**src/rtl/clmul_iter_unit.sv**
```systemverilog
// Iterative carry-less multiplier (CLMUL/CLMULH/CLMULR) retiring BITS_PER_CYCLE
// multiplier bits per cycle, with early exit once the remaining multiplier is zero.
module clmul_iter_unit #(
  parameter int XLEN           = 64,
  parameter int BITS_PER_CYCLE = 4,
  parameter int TRANS_ID_BITS  = 3
) (
  input  logic                     clk_i,
  input  logic                     rst_ni,
  input  logic                     flush_i,
  input  logic                     valid_i,
  output logic                     ready_o,
  input  logic [1:0]               op_i,
  input  logic [XLEN-1:0]          operand_a_i,
  input  logic [XLEN-1:0]          operand_b_i,
  input  logic [TRANS_ID_BITS-1:0] trans_id_i,
  output logic                     result_valid_o,
  input  logic                     result_ready_i,
  output logic [XLEN-1:0]          result_o,
  output logic [TRANS_ID_BITS-1:0] result_trans_id_o
);

  localparam int NSTEP = XLEN / BITS_PER_CYCLE;
  localparam int CW    = (NSTEP > 1) ? $clog2(NSTEP) : 1;

  typedef enum logic [1:0] {IDLE, BUSY, DONE} state_e;

  state_e                   state_q;
  logic [2*XLEN-1:0]        a_sh_q;
  logic [XLEN-1:0]          b_rem_q;
  logic [2*XLEN-1:0]        acc_q;
  logic [1:0]               op_q;
  logic [TRANS_ID_BITS-1:0] tag_q;
  logic [CW-1:0]            cnt_q;
  logic [XLEN-1:0]          result_q;
  logic                     result_valid_q;
  logic [TRANS_ID_BITS-1:0] result_tid_q;

  logic [2*XLEN-1:0]        acc_d;
  logic [2*XLEN-1:0]        a_sh_d;
  logic [XLEN-1:0]          b_rem_d;
  logic [XLEN-1:0]          result_d;
  logic [2*XLEN-1:0]        term [BITS_PER_CYCLE];

  // One partial product per multiplier bit retired this cycle.
  for (genvar gi = 0; gi < BITS_PER_CYCLE; gi++) begin : g_term
    assign term[gi] = b_rem_q[gi] ? (a_sh_q << gi) : '0;
  end

  always_comb begin
    acc_d = acc_q;
    for (int j = 0; j < BITS_PER_CYCLE; j++) begin
      acc_d = acc_d ^ term[j];
    end
  end

  assign a_sh_d  = a_sh_q << BITS_PER_CYCLE;
  assign b_rem_d = b_rem_q >> BITS_PER_CYCLE;

  always_comb begin
    result_d = '0;
    case (op_q)
      2'b00:   result_d = acc_q[XLEN-1:0];
      2'b01:   result_d = acc_q[2*XLEN-1:XLEN];
      2'b10:   result_d = acc_q[2*XLEN-2:XLEN-1];
      default: result_d = '0;
    endcase
  end

  always_ff @(posedge clk_i or negedge rst_ni) begin
    if (!rst_ni) begin
      state_q        <= IDLE;
      a_sh_q         <= '0;
      b_rem_q        <= '0;
      acc_q          <= '0;
      op_q           <= '0;
      tag_q          <= '0;
      cnt_q          <= '0;
      result_q       <= '0;
      result_valid_q <= 1'b0;
      result_tid_q   <= '0;
    end else if (flush_i) begin
      state_q        <= IDLE;
      result_valid_q <= 1'b0;
    end else begin
      case (state_q)
        IDLE: begin
          if (valid_i) begin
            a_sh_q  <= {{XLEN{1'b0}}, operand_a_i};
            b_rem_q <= operand_b_i;
            op_q    <= op_i;
            tag_q   <= trans_id_i;
            acc_q   <= '0;
            cnt_q   <= '0;
            state_q <= BUSY;
          end
        end
        BUSY: begin
          acc_q   <= acc_d;
          a_sh_q  <= a_sh_d;
          b_rem_q <= b_rem_d;
          cnt_q   <= cnt_q + 1'b1;
          if (cnt_q == CW'(NSTEP - 1) || b_rem_d == '0) begin
            state_q <= DONE;
          end
        end
        DONE: begin
          // First DONE cycle formats the accumulator into the output register.
          if (!result_valid_q) begin
            result_q       <= result_d;
            result_tid_q   <= tag_q;
            result_valid_q <= 1'b1;
          end else if (result_ready_i) begin
            result_valid_q <= 1'b0;
            state_q        <= IDLE;
          end
        end
        default: state_q <= IDLE;
      endcase
    end
  end

  assign ready_o           = (state_q == IDLE);
  assign result_valid_o    = result_valid_q;
  assign result_o          = result_q;
  assign result_trans_id_o = result_tid_q;

endmodule
```
**config.mk**
```make
export PLATFORM = sky130hd
export DESIGN_NAME = clmul_iter_unit
export DESIGN_NICKNAME = d
export VERILOG_FILES = /design/src/rtl/clmul_iter_unit.sv
export SDC_FILE = /design/constraint.sdc
export NUM_CORES = 1
export LEC_CHECK = 0
export ABC_AREA = 1
export ABC_CLOCK_PERIOD_IN_PS = 2200
export CELL_PAD_IN_SITES_DETAIL_PLACEMENT = 0
export CELL_PAD_IN_SITES_GLOBAL_PLACEMENT = 1
export CORE_MARGIN = 10
export CORE_UTILIZATION = 46
export CTS_CLUSTER_DIAMETER = 40
export DETAILED_ROUTE_END_ITERATION = 10
export PLACE_DENSITY = 0.82
export SYNTH_ARGS = -nofsm -noshare
export SYNTH_HDL_FRONTEND = slang
export SYNTH_SLANG_ARGS = --single-unit
```
**constraint.sdc**
```tcl
create_clock -name clk_i -period 2.2 [get_ports clk_i]
set_input_delay 0.66 -clock clk_i [delete_from_list [all_inputs] [get_ports clk_i]]
set_output_delay 0.66 -clock clk_i [all_outputs]
set_load 0.1 [all_outputs]
```
Word level (Yosys, flattened, before mapping)
Index checks and enable logic that the tools add are counted.

Bits in writable memories: 0. Logic and storage cells: 60. Bits of input ports: 138. Bits in latches: 0. Memories kept: 0. Register bits after elaboration: 399. ROM bits: 0.

Equal/unequal tests: 10. Multipliers: 0. Bitwise gates (word level): 6. Mux-type cells: 23. Reductions and logical operators: 10. Magnitude comparators: 0. Shift-type cells: 0. Add/sub/neg operators: 1. Div/mod/pow operators: 0.

Operators with widths (count): 128-bit two-way mux (6); 128-bit case mux with 2 select lines (2); 128-bit XOR (4); 64-bit case mux with 3 select lines (1); 64-bit case mux with 2 select lines (1); 64-bit zero test (1); 64-bit two-way mux (1); 3-bit inequality test, second input constant (4); 2-bit two-way mux (5); 3-bit AND reduction (3); 4-bit case mux with 2 select lines (1); 2-bit case mux with 3 select lines (1); 4-bit by 1-bit adder with 4-bit output, second input constant (1); 2-bit by 1-bit == test with 1-bit output, second input constant (2); 2-bit == test, second input constant (2); 4-bit == test, second input constant (1); 2-bit zero test (2); 1-bit two-way mux (4); 4-bit two-way mux (1); 4-bit AND reduction (1); 2-bit nonzero test (2); 2-bit inequality test, second input constant (1); 1-bit NOT (2); 1-bit logical OR (1).

Longest topological paths before layout
Gate-level depths: netlist of run 1.

Depth after elaboration: 6. Depth in mapped cells: 11. Gate-level depth less buffers: 9.

Worst setup path before layout of run 1
OpenSTA, ideal clock, no wires.

Path type: register to register. Start: reg state_q[0]. End: reg a_sh_q[45]. Cell stages (with the launch flop): 8. Path slack: -0.575 ns. Arrival: 2.707 ns. Library setup time: 0.069 ns. Clock period less this slack: 2.775 ns. Data required time: 2.131 ns. Cell sequence: dfrtp_1 nor2_1 nand3_1 inv_2 buf_4 buf_2 nand2_1 nand3_1.

Word-level cells in the longest chain between the ends: 3. Elaborated cells between the ends (all ways): 6. Those cells by class: eq/ne: 2; mux: 1; reduce/logical: 3.

RTL lines: start: declaration (RTL line 28) `state_e state_q;`; start signal: assignment (RTL line 72) `state_q <= IDLE;`; start signal: assignment (RTL line 83) `state_q <= IDLE;`; start signal: assignment (RTL line 95) `state_q <= BUSY;`; 2-bit zero test *; via ready_o (RTL line 12) `output logic ready_o,`; 2-bit inequality test (no source line) or 2-bit nonzero test (tied branches); 3-bit AND reduction (no source line); end signal: assignment (RTL line 89) `a_sh_q <= {{XLEN{1'b0}}, operand_a_i};`; end signal: assignment (RTL line 100) `a_sh_q <= a_sh_d;`; end: declaration (RTL line 29) `logic [2*XLEN-1:0] a_sh_q;`.

Mark *: on every way through the listed nets, which the timed path passes. The rest lies on a longest branch. A chain may end at the register's enable or synchronous reset.

Final worst setup path of run 1
Start: reg state_q[0]. End: out ready_o.

Word-level cells in the longest chain between the ends: 1.

RTL lines: 2-bit zero test (RTL line 123) `assign ready_o = (state_q == IDLE);`; end: declaration (RTL line 12).

Every way passes these cells.

==> implementation parameters, run 1 <==
Parameter                              Value

Timing
  Final setup violation count    0
  Final Slew Violations    0
  Normalized max-slew margin    58.1%
  Worst Clk Skew    26.8 ps
  Measured slew at the worst slew-check pin    628 ps
  Unrepaired setup endpoints after global routing    no
  Final-layout setup total negative slack    0 ps
  Final critical path time including I/O delays and setup    2130 ps
  Fin. Hold Viols    0
  Share of the clock period used by the worst path after layout    97.0%
  Timing-limited maximum frequency    469 MHz

Global route
  Total congestion overflow after global routing    0
  Maximum number of pins on one net before global-route repair    90
  Antenna violations before repair    0
  Wire length of the first global-routing pass    124 mm
  Total GRT Usage    22.4%
  Via count of the first global-routing pass    24,300

Layout
  Proportion of layout cells with a drive suffix above 1    7.83%
  Antenna diodes    0
  Area growth syn-to-layout    25.6%
  Final-stage net count    4,018
  Post-route core utilization    58.3%
  # fillers    5,087

Synth
  Yosys Warn Count    0
  Cell type contributing the most total cell area after synthesis    sky130_fd_sc_hd__dfrtp_1
  Fraction of the yosys area taken by sequential cells    39.1%
  Most used standard cell by instance count after synthesis    sky130_fd_sc_hd__nand2_1
  Mean instance size in the synthesized netlist    6.93 sq um
  Synth Cell Area    25,500 sq um
  Library cells used by synthesis    26
  Mapped Nets    3,823
  Post-synthesis cell count    3,684
  FF+latch count, synth    399
  Cells taking the most area after synthesis    sky130_fd_sc_hd__dfrtp_1 39%, sky130_fd_sc_hd__nand2_1 24%, sky130_fd_sc_hd__xor2_1 8.7%
  Leading register cell type out of synthesis    sky130_fd_sc_hd__dfrtp_1
  Share of flip-flops with an asynchronous set or reset    100%
  EDFF count, synth    0
  Top cell type's share of synthesized area    39.1%
  Post-synth top cells    1,633 x sky130_fd_sc_hd__nand2_1, 399 x sky130_fd_sc_hd__dfrtp_1, 388 x sky130_fd_sc_hd__inv_1, 253 x sky130_fd_sc_hd__xor2_1, 186 x sky130_fd_sc_hd__o21ai_0

Route
  First-pass detailed-route iteration total    5
  Routed wire length per instance    15.6 microns
  Remaining routing DRC violations    0
  Starting DRT DRC Count    1,224
  Post-Route WL    73.3 mm
  Mean number of vias per cell    5.08
  Post-DRT Antenna Nets    0
  Detailed-route via count    23,800

Hold path
  Hold Path Origin    acc_q[71]
  Class of the worst hold path    reg -> reg
  Hold path endpoint    acc_q[71]
  Hold path depth    2

Clock tree
  H-tree depth    3
  CTS tree    done
  Inserted Clock Buffers    82
  Clock tree root driver cell    sky130_fd_sc_hd__clkbuf_16
  Clock-pin slew on the worst setup and hold paths    50 ps
  Post-CTS Setup Repair Bufs    0
  Sink count of the clock tree    399
  Worst skew pair latency    620 ps
  Largest buffer count on any clock path    3

Outcome
  Run status    completed

Die
  Floorplan die area    65,300 sq um
  Core outline area    55,000 sq um
  Initial cell density of the core    46.4%
  Die Width    256 microns
  Height of the die    256 microns
  Number of top-level pins    207
  Placement row count    86

Power and ir drop
  Standby leakage power    13.9 nW
  Total power divided by cell area    1380 nW/um^2
  Worst IR drop on VDD    0.949 mV

Critical path
  Arrival @ worst endpoint    1470 ps
  Crit path launch type    flip-flop
  Data required time of the critical path    1540 ps
  Worst reg2reg path endpoint    acc_q[34]
  Slack of the worst reg-to-reg path    330 ps
  Category of the critical setup timing path    reg -> out
  Worst reg2reg startpoint    b_rem_q[1]
  Worst-case reg-to-reg path depth    9
  Element type at the critical path end    output pin
  CP startpoint    state_q[0]
  Maximum fanout encountered on the critical timing path    5

Placed design
  Routability Congestion    0.819
  Quantity of I/O buffers inserted on ports    206
  HPWL after detailed placement    49.9 mm

Job
  Max-cap check violation count    0
==> cells by family (layout without fill, tap and decap cells) <==
family | after synthesis | after routing | share of synthesized area, %
flops | 399 | 399 | 39.1
xor+xnor | 380 | 380 | 13.0
compound gates | 473 | 473 | 10.8
fa+ha+maj | 1 | 1 | 0.0490
buf+inv | 564 | 828 | 9.22
simple gates | 1867 | 1867 | 27.8
==> placed cells by master, fill, tap and decap left out, types with 2 or more instances in the layout <==
cell / n
sky130_fd_sc_hd__a21oi_1: 68
sky130_fd_sc_hd__buf_12: 89
sky130_fd_sc_hd__buf_4: 55
sky130_fd_sc_hd__bufinv_16: 5
sky130_fd_sc_hd__clkbuf_1: 5
sky130_fd_sc_hd__clkbuf_16: 85
sky130_fd_sc_hd__clkbuf_8: 7
sky130_fd_sc_hd__clkdlybuf4s50_1: 136
sky130_fd_sc_hd__clkinv_2: 11
sky130_fd_sc_hd__clkinv_4: 8
sky130_fd_sc_hd__clkinv_8: 4
sky130_fd_sc_hd__clkinvlp_4: 14
sky130_fd_sc_hd__dfrtp_1: 394
sky130_fd_sc_hd__dfrtp_4: 4
sky130_fd_sc_hd__inv_1: 388
sky130_fd_sc_hd__inv_4: 3
sky130_fd_sc_hd__inv_6: 9
sky130_fd_sc_hd__inv_8: 6
sky130_fd_sc_hd__nand2_1: 1630
sky130_fd_sc_hd__nand2_2: 2
sky130_fd_sc_hd__nand3_1: 60
sky130_fd_sc_hd__nor2_1: 169
sky130_fd_sc_hd__nor2_4: 2
sky130_fd_sc_hd__nor3_1: 2
sky130_fd_sc_hd__o211ai_1: 7
sky130_fd_sc_hd__o21ai_0: 186
sky130_fd_sc_hd__o21ai_1: 49
sky130_fd_sc_hd__o221ai_1: 57
sky130_fd_sc_hd__o22ai_1: 103
sky130_fd_sc_hd__xnor2_1: 127
sky130_fd_sc_hd__xor2_1: 253
==> state kept, by name, indices dropped and copies added, names as in the netlist, 3 cells and up <==
signal,flops
a_sh_q,128
acc_q,128
b_rem_q,64
cnt_q,4
result_o,64
result_trans_id_o,3
tag_q,3
==> worst max path at each step <==
stage / end / slack [ps] / cells past startpoint
2_1_floorplan: a_sh_q[45] / 350 / 7
3_5_place_dp: acc_q[54] / -160 / 5
5_1_grt: ready_o / 20 / 2
3_3_place_gp: acc_q[114] / -100 / 5
4_1_cts: ready_o / 0.1 / 2
6_report: ready_o / 70 / 2
==> metrics by stage <==
step	cell area [sq um]	cells	hold WS [ps]	worst slack [ps]	power [mW]
after floorplan	25500	3684	364	355	25.5
after detailed placement	29200	4542	473	-160	31.7
after CTS	32000	4696	486	0.144	44.5
after global routing	32000	4696	496	19.6	47.2
after global placement	29200	4542	465	-102	31.1
final	32000	4696	481	65.6	44.2
==> where the power goes <==
part	total [mW]	switching (mW)	internal, mW
Sequential	12.3	2.59	9.72
Combinational	19.3	12.8	6.51
Clock	12.6	4.56	8.01
Total	44.2	19.9	24.2
==> cell type report <==
cell class	count	area [sq um]	area share, %
Clock buffer	97	2240	7.00
Clock inverter	56	583	1.82
Inverter	393	1490	4.64
Multi-Input combinational cell	2721	13200	41.2
Sequential cell	399	10000	31.2
Tap cell	748	936	2.92
Timing Repair Buffer	282	3580	11.2
==> worst max-delay path: stages, from the launching register on <==
cell and delay (ps):
sky130_fd_sc_hd__dfrtp_2 470, sky130_fd_sc_hd__nor2_4 190, sky130_fd_sc_hd__buf_12 190
==> what timing repair did <==
item | 4_1_cts | 5_1_grt
setup endpoints to repair | 0 | 1
hold endpoints to repair | 29 | 0
gates resized for setup | 0 | 1
hold buffers | 1 | 0
==> layer usage <==
| metal | share of wire, % | vias to the layer above | track usage [%] |
|---|---|---|---|
| li1 | - | 11800 | - |
| met1 | 45 | 11400 | 28.6 |
| met2 | 49 | 482 | 38.6 |
| met3 | 4.3 | 111 | 3.71 |
| met4 | 2.1 | 0 | 5.98 |
| met5 | 0 | - | 0 |
(Power assumes the default switching activity.)
==> run 2, diff against run 1 <==
Settings changed: ABC_AREA 1 to 0, CORE_UTILIZATION 46 to 48.
==> run 2 against run 1 <==
Wire length decreased by 14%. Hold slack better by 23 ps. Largest cell class unchanged. Highest routed layer unchanged. Clock power decreased by 18%.
==> implementation parameters, run 2 <==
Parameter                              Value

Die
  Placement row count    80 (-7.0%)
  Die Width    239 microns (-6.4%)
  Floorplan die area    57,200 sq um (-12%)
  Height of the die    239 microns (-6.4%)
  Number of top-level pins    207 (unchanged)
  Core outline area    47,600 sq um (-13%)
  Initial cell density of the core    48.4% (+2.0 points)

Global route
  Antenna violations before repair    0 (unchanged)
  Total congestion overflow after global routing    0 (unchanged)
  Total GRT Usage    22.1% (-0.30 points)
  Maximum number of pins on one net before global-route repair    84 (-6.7%)
  Met3 Usage GRT    4.70% (+0.99 points)
  Met2 demand-to-capacity share in global routing    36.9% (-1.7 points)
  Routing layer with the top usage in global route    met2
  Via count of the first global-routing pass    19,500 (-20%)
  Wire length of the first global-routing pass    104 mm (-16%)
  Met1 Use GR    28.0% (-0.56 points)

Power and ir drop
  Total power divided by cell area    1020 nW/um^2 (-26%)
  Standby leakage power    12.0 nW (-13%)
  Worst IR drop on VDD    0.487 mV (-49%)
  Total power after layout    29.5 mW (-33%)

Outcome
  Run status    completed

Clock tree
  H-tree depth    3 (unchanged)
  Inserted Clock Buffers    67 (-18%)
  Clock-pin slew on the worst setup and hold paths    50 ps (about the same)
  CTS tree    done
  Largest buffer count on any clock path    3 (unchanged)
  Clock tree root driver cell    sky130_fd_sc_hd__clkbuf_16
  Post-CTS Setup Repair Bufs    0 (unchanged)
  Worst skew pair latency    580 ps (-40 ps)
  Sink count of the clock tree    399 (unchanged)

Timing
  Normalized max-slew margin    62.1% (+4.0 points)
  Timing-limited maximum frequency    468 MHz (about the same)
  Share of the clock period used by the worst path after layout    97.1% (about the same)
  Fin. Hold Viols    0 (unchanged)
  Worst Clk Skew    17.7 ps (-9.11 ps)
  Final-layout setup total negative slack    0 ps (unchanged)
  Slack of the critical path    63.6 ps (-1.95 ps)
  Measured slew at the worst slew-check pin    568 ps (-59.6 ps)
  Hold Slack    504 ps (+22.7 ps)
  Final critical path time including I/O delays and setup    2140 ps (+1.95 ps)
  Final Slew Violations    0 (unchanged)
  Unrepaired setup endpoints after global routing    no
  Final setup violation count    0 (unchanged)

Route
  Starting DRT DRC Count    1,326 (+8.3%)
  Post-Route WL    62.9 mm (-14%)
  Mean number of vias per cell    5.44 (+7.1%)
  Routed wire length per instance    17.9 microns (+14%)
  Remaining routing DRC violations    0 (unchanged)
  Detailed-route via count    19,200 (-20%)
  First-pass detailed-route iteration total    5 (unchanged)
  Post-DRT Antenna Nets    0 (unchanged)

Critical path
  Worst-case reg-to-reg path depth    6 (-3)
  Number of cells on the critical path    2 (unchanged)
  Slack of the worst reg-to-reg path    120 ps (-210 ps)
  Worst reg2reg startpoint    b_rem_q[29]
  CP startpoint    state_q[0]
  Highest-delay cell along the critical path    sky130_fd_sc_hd__dfrtp_1
  Cell Chain, Critical Path    nor2_2 -> buf_12
  Buffers & Inverters on Critical Path    1 (unchanged)
  Category of the critical setup timing path    reg -> out
  Maximum fanout encountered on the critical timing path    8 (+3)
  Data required time of the critical path    1540 ps (about the same)
  Crit-path leading delay family    flip-flops
  Element type at the critical path end    output pin
  Crit path launch type    flip-flop
  Arrival @ worst endpoint    1480 ps (about the same)
  Worst reg2reg path endpoint    state_q[1]
  Worst path max stage delay    500 ps (+30 ps)

Layout
  Area growth syn-to-layout    26.0%
  Antenna diodes    0 (unchanged)
  Most common cell after layout, fill and taps aside    sky130_fd_sc_hd__nand2_1
  Final-stage net count    2,998 (-25%)
  Top Registers    a_sh_q (128), acc_q (128)
  Final Instance Area    29,100 sq um (-9.2%)
  Non-filler cells, final    3,525 (-25%)
  Most frequent cells in the layout    809 x sky130_fd_sc_hd__nand2_1, 393 x sky130_fd_sc_hd__dfrtp_1, 311 x sky130_fd_sc_hd__xnor2_1
  Post-route core utilization    61.0% (+2.8 points)
  Proportion of layout cells with a drive suffix above 1    10.7% (+2.8 points)

Synth
  Top cell type's share of synthesized area    43.3% (+4.1 points)
  Cell type contributing the most total cell area after synthesis    sky130_fd_sc_hd__dfrtp_1
  Share of flip-flops with an asynchronous set or reset    100% (unchanged)
  Library cells used by synthesis    33 (+27%)
  FF+latch count, synth    399 (unchanged)
  Most used standard cell by instance count after synthesis    sky130_fd_sc_hd__nand2_1
  Cells taking the most area after synthesis    sky130_fd_sc_hd__dfrtp_1 43%, sky130_fd_sc_hd__nand2_1 13%, sky130_fd_sc_hd__xnor2_1 12%
  EDFF count, synth    0 (unchanged)
  Mean instance size in the synthesized netlist    8.66 sq um (+25%)
  Post-synth top cells    810 x sky130_fd_sc_hd__nand2_1, 399 x sky130_fd_sc_hd__dfrtp_1, 311 x sky130_fd_sc_hd__xnor2_1, 199 x sky130_fd_sc_hd__a21oi_1, 134 x sky130_fd_sc_hd__nor2_1
  Yosys Warn Count    0 (unchanged)
  Mapped Nets    2,802 (-27%)
  Post-synthesis cell count    2,663 (-28%)
  Leading register cell type out of synthesis    sky130_fd_sc_hd__dfrtp_1
  Synth Cell Area    23,100 sq um (-9.6%)
  Fraction of the yosys area taken by sequential cells    43.3% (+4.1 points)

Placed design
  Pre-CTS setup slack    -127 ps (+33.1 ps)
  Routability Congestion    0.838 (+2.3%)
  Placed Cells    3,404 (-25%)
  HPWL after detailed placement    44.2 mm (-12%)
  Quantity of I/O buffers inserted on ports    206 (unchanged)
  Area post-placement    26,800 sq um (-8.1%)

Hold path
  Class of the worst hold path    reg -> reg
  Hold path depth    1 (-1)
  Hold path endpoint    tag_q[1]
  Hold Path Origin    tag_q[1]

Job
  Max-cap check violation count    0 (unchanged)
-- run 2: changes by cell type in the layout (fill, tap and decap cells not counted), moves of 73 or more --
cell,change
sky130_fd_sc_hd__nand2_1,-821
sky130_fd_sc_hd__o21ai_0,-154
sky130_fd_sc_hd__a22oi_1,+120
sky130_fd_sc_hd__a22o_1,+73
sky130_fd_sc_hd__a21oi_1,+131
sky130_fd_sc_hd__xor2_1,-125
sky130_fd_sc_hd__o22ai_1,-103
sky130_fd_sc_hd__xnor2_1,+184
sky130_fd_sc_hd__inv_1,-387
-- run 2: worst register-to-register path, delay by kind of cell, from the launching register on --
kind                   cells  cell delay (ps)
buffers and inverters      1              230
AO/OA/AOI/OAI              1               70
AND/OR/NAND/NOR            4             1280
flip-flops                 1              420
-- run 2: how the worst max path moves through the flow --
stage             endpoint  slack, ps
2_1_floorplan      ready_o        300
3_3_place_gp   b_rem_q[61]       -100
3_5_place_dp   b_rem_q[63]       -130
4_1_cts            ready_o         30
5_1_grt            ready_o         10
6_report           ready_o         60
-- run 2: routing by layer --
layer,part of all wire [%],up-vias
li1,-,9246
met1,43,9330
met2,48,507
met3,6.2,86
met4,2.1,0
met5,0,-
-- run 2: layout make-up --
cell class / instances / area (sq um)
Timing Repair Buffer: 312 / 3910
Clock buffer: 93 / 2000
Sequential cell: 399 / 10000
Clock inverter: 27 / 234
Fill cell: 3982 / 18600
Multi-Input combinational cell: 2078 / 12200
Tap cell: 615 / 769
Inverter: 1 / 3.75
-- run 2: cells by family after synthesis --
kind of cell	after synthesis	share of synthesized area, %
AOI/OAI and AO/OA	525	14.6
xor gates and xnor gates	439	16.7
adders and majority gates	1	0.0542
buffers and inverters	186	4.21
DFF	399	43.3
muxes	72	3.17
and+or+nand+nor	1041	18.0
-- run 2: timing repair --
item                                    CTS  global route
hold endpoints to repair                 21             0
hold buffers                              1             0
endpoints found under the setup margin    0             0
gates resized for setup                   0             0
-- run 2: report_power, final --
group	internal, mW	switching [mW]
clock	6.60	3.71
sequential	8.77	1.88
combinational	3.74	4.82
==> run 3, diff against run 2 <==
Settings changed: RECOVER_POWER set to 50.
==> run 3 against run 2 <==
Critical path depth unchanged. Clock skew barely moved. Maximum frequency grew 1.6%. Sequential power barely moved. Critical path type unchanged. Critical endpoint unchanged. Largest cell class unchanged.
==> implementation parameters, run 3 (synthesized netlist as in run 2, its figures left out) <==
Parameter                              Value

Placed design
  Quantity of I/O buffers inserted on ports    206 (unchanged)
  Area post-placement    26,800 sq um (unchanged)
  Routability Congestion    0.838 (unchanged)
  HPWL after detailed placement    44.2 mm (unchanged)

Die
  Height of the die    239 microns (unchanged)
  Initial cell density of the core    48.4% (unchanged)
  Core outline area    47,600 sq um (unchanged)
  Die Width    239 microns (unchanged)
  Placement row count    80 (unchanged)
  Number of top-level pins    207 (unchanged)
  Floorplan die area    57,200 sq um (unchanged)

Timing
  Fin. Hold Viols    0 (unchanged)
  Hold Slack    504 ps (+0.0110 ps)
  Worst Clk Skew    17.8 ps (+0.126 ps)
  Final critical path time including I/O delays and setup    2100 ps (-33.7 ps)
  Final Slew Violations    0 (unchanged)
  Measured slew at the worst slew-check pin    915 ps (+347 ps)
  Normalized max-slew margin    39.0% (-23 points)
  Share of the clock period used by the worst path after layout    95.6% (-1.5 points)
  Final setup violation count    0 (unchanged)
  Unrepaired setup endpoints after global routing    no
  Final-layout setup total negative slack    0 ps (unchanged)
  Timing-limited maximum frequency    476 MHz (+1.6%)

Clock tree
  Clock tree root driver cell    sky130_fd_sc_hd__clkbuf_16
  Worst skew pair latency    580 ps (about the same)
  Clock-pin slew on the worst setup and hold paths    50 ps (about the same)
  Post-CTS Setup Repair Bufs    0 (unchanged)
  Sink count of the clock tree    399 (unchanged)
  Post-CTS sizing    0 (unchanged)
  H-tree depth    3 (unchanged)
  Number of buffers inserted for hold repair after clock tree synthesis    1 (unchanged)
  Largest buffer count on any clock path    3 (unchanged)
  CTS tree    done
  Inserted Clock Buffers    67 (unchanged)

Critical path
  Crit path launch type    flip-flop
  Worst-case reg-to-reg path depth    6 (unchanged)
  Category of the critical setup timing path    reg -> out
  CP startpoint    state_q[0]
  Slack of the worst reg-to-reg path    130 ps (about the same)
  Arrival @ worst endpoint    1440 ps (-40 ps)
  Worst setup path end    ready_o
  Element type at the critical path end    output pin
  Maximum fanout encountered on the critical timing path    8 (unchanged)
  Data required time of the critical path    1540 ps (about the same)
  Worst reg2reg startpoint    b_rem_q[29]
  Worst reg2reg path endpoint    state_q[1]

Job
  Max-cap check violation count    0 (unchanged)

Global route
  Met1 Use GR    28.0% (unchanged)
  Routing layer with the top usage in global route    met2
  Total congestion overflow after global routing    0 (unchanged)
  Antenna violations before repair    0 (unchanged)
  Total GRT Usage    22.1% (unchanged)
  Via count of the first global-routing pass    19,500 (unchanged)
  Wire length of the first global-routing pass    104 mm (unchanged)
  Met3 Usage GRT    4.70% (unchanged)
  Met2 demand-to-capacity share in global routing    36.9% (unchanged)
  Maximum number of pins on one net before global-route repair    84 (unchanged)

Route
  First-pass detailed-route iteration total    7 (+2)
  Mean number of vias per cell    5.43 (about the same)
  Remaining routing DRC violations    0 (unchanged)
  Starting DRT DRC Count    1,266 (-4.5%)
  Post-Route WL    62.7 mm (-0.30%)
  Detailed-route via count    19,200 (-0.099%)
  Routed wire length per instance    17.8 microns (-0.30%)
  Post-DRT Antenna Nets    0 (unchanged)

Layout
  Final Instance Area    28,900 sq um (-0.52%)
  Top Registers    a_sh_q (128), acc_q (128)
  Most frequent cells in the layout    809 x sky130_fd_sc_hd__nand2_1, 393 x sky130_fd_sc_hd__dfrtp_1, 311 x sky130_fd_sc_hd__xnor2_1
  # fillers    4,015 (+0.83%)
  Most common cell after layout, fill and taps aside    sky130_fd_sc_hd__nand2_1
  Antenna diodes    0 (unchanged)
  Proportion of layout cells with a drive suffix above 1    10.1% (-0.52 points)
  Area growth syn-to-layout    25.4%
  Final-stage net count    2,998 (unchanged)

Power and ir drop
  Standby leakage power    11.9 nW (-0.65%)
  Sequential group share of total power    36.1% (about the same)
  Internal power component    19.1 mW (-0.18%)
  Combinational Power Share    28.9% (about the same)
  Switching share of power    35.3% (about the same)
  Total power after layout    29.5 mW (-0.17%)
  Portion of total power attributed to the clock network    35.0% (about the same)
  Worst IR drop on VDD    0.489 mV (+0.53%)
  Net switching component of the power    10.4 mW (-0.15%)
  Total power divided by cell area    1020 nW/um^2 (+0.35%)

Hold path
  Hold path depth    1 (unchanged)
  Class of the worst hold path    reg -> reg

Outcome
  Run status    completed
[run 3: per-stage QoR]
stage / std cells / setup slack (ps) / util, %
3_3_place_gp: 3404 / -102 / 56.3
6_report: 3525 / 97.3 / 60.7
3_5_place_dp: 3404 / -127 / 56.3
2_1_floorplan: 2663 / 296 / -
4_1_cts: 3525 / 34.3 / 61.0
5_1_grt: 3525 / 18.5 / 60.7
[run 3: cell type report]
class	count	area, sq um	area share [%]
clock inverter	27	234	0.809
sequential	399	10000	34.6
clock buffer	93	2000	6.91
multi-input combinational	2078	12100	42.0
timing repair buffer	312	3770	13.0
tap	615	769	2.66
inverter	1	3.75	0.0130
[run 3: critical path, stage by stage (launching register included)]
cell	delay [ps]
sky130_fd_sc_hd__dfrtp_1	480
sky130_fd_sc_hd__nor2_2	200
sky130_fd_sc_hd__buf_12	190
[run 3: layer usage]
metal	wire length [microns]	vias to the layer above
met1	26900	9302
li1	-	9244
met3	3940	84
met4	1330	0
met2	30600	520
met5	0	-
[run 3: power groups by stage]
| stage | registers [mW] | clock network [mW] | logic (mW) |
|---|---|---|---|
| 6_report | 10.6 | 10.3 | 8.52 |
| 5_1_grt | 10.9 | 10.9 | 9.36 |
| 4_1_cts | 10.6 | 10.5 | 8.62 |
| 3_5_place_dp | 10.7 | 0 | 8.57 |
| 3_3_place_gp | 10.7 | 0 | 8.37 |
| 2_1_floorplan | 10.9 | 0 | 5.46 |
[run 3: worst min-delay path by stage]
| stage | startpoint | endpoint | slack (ps) |
|---|---|---|---|
| 4_1_cts | tag_q[1] | tag_q[1] | 510 |
| 3_3_place_gp | acc_q[1] | acc_q[1] | 480 |
| 6_report | tag_q[1] | tag_q[1] | 500 |
| 2_1_floorplan | rst_ni | a_sh_q[0] | 360 |
| 5_1_grt | a_sh_q[127] | a_sh_q[127] | 530 |
| 3_5_place_dp | a_sh_q[127] | a_sh_q[127] | 500 |
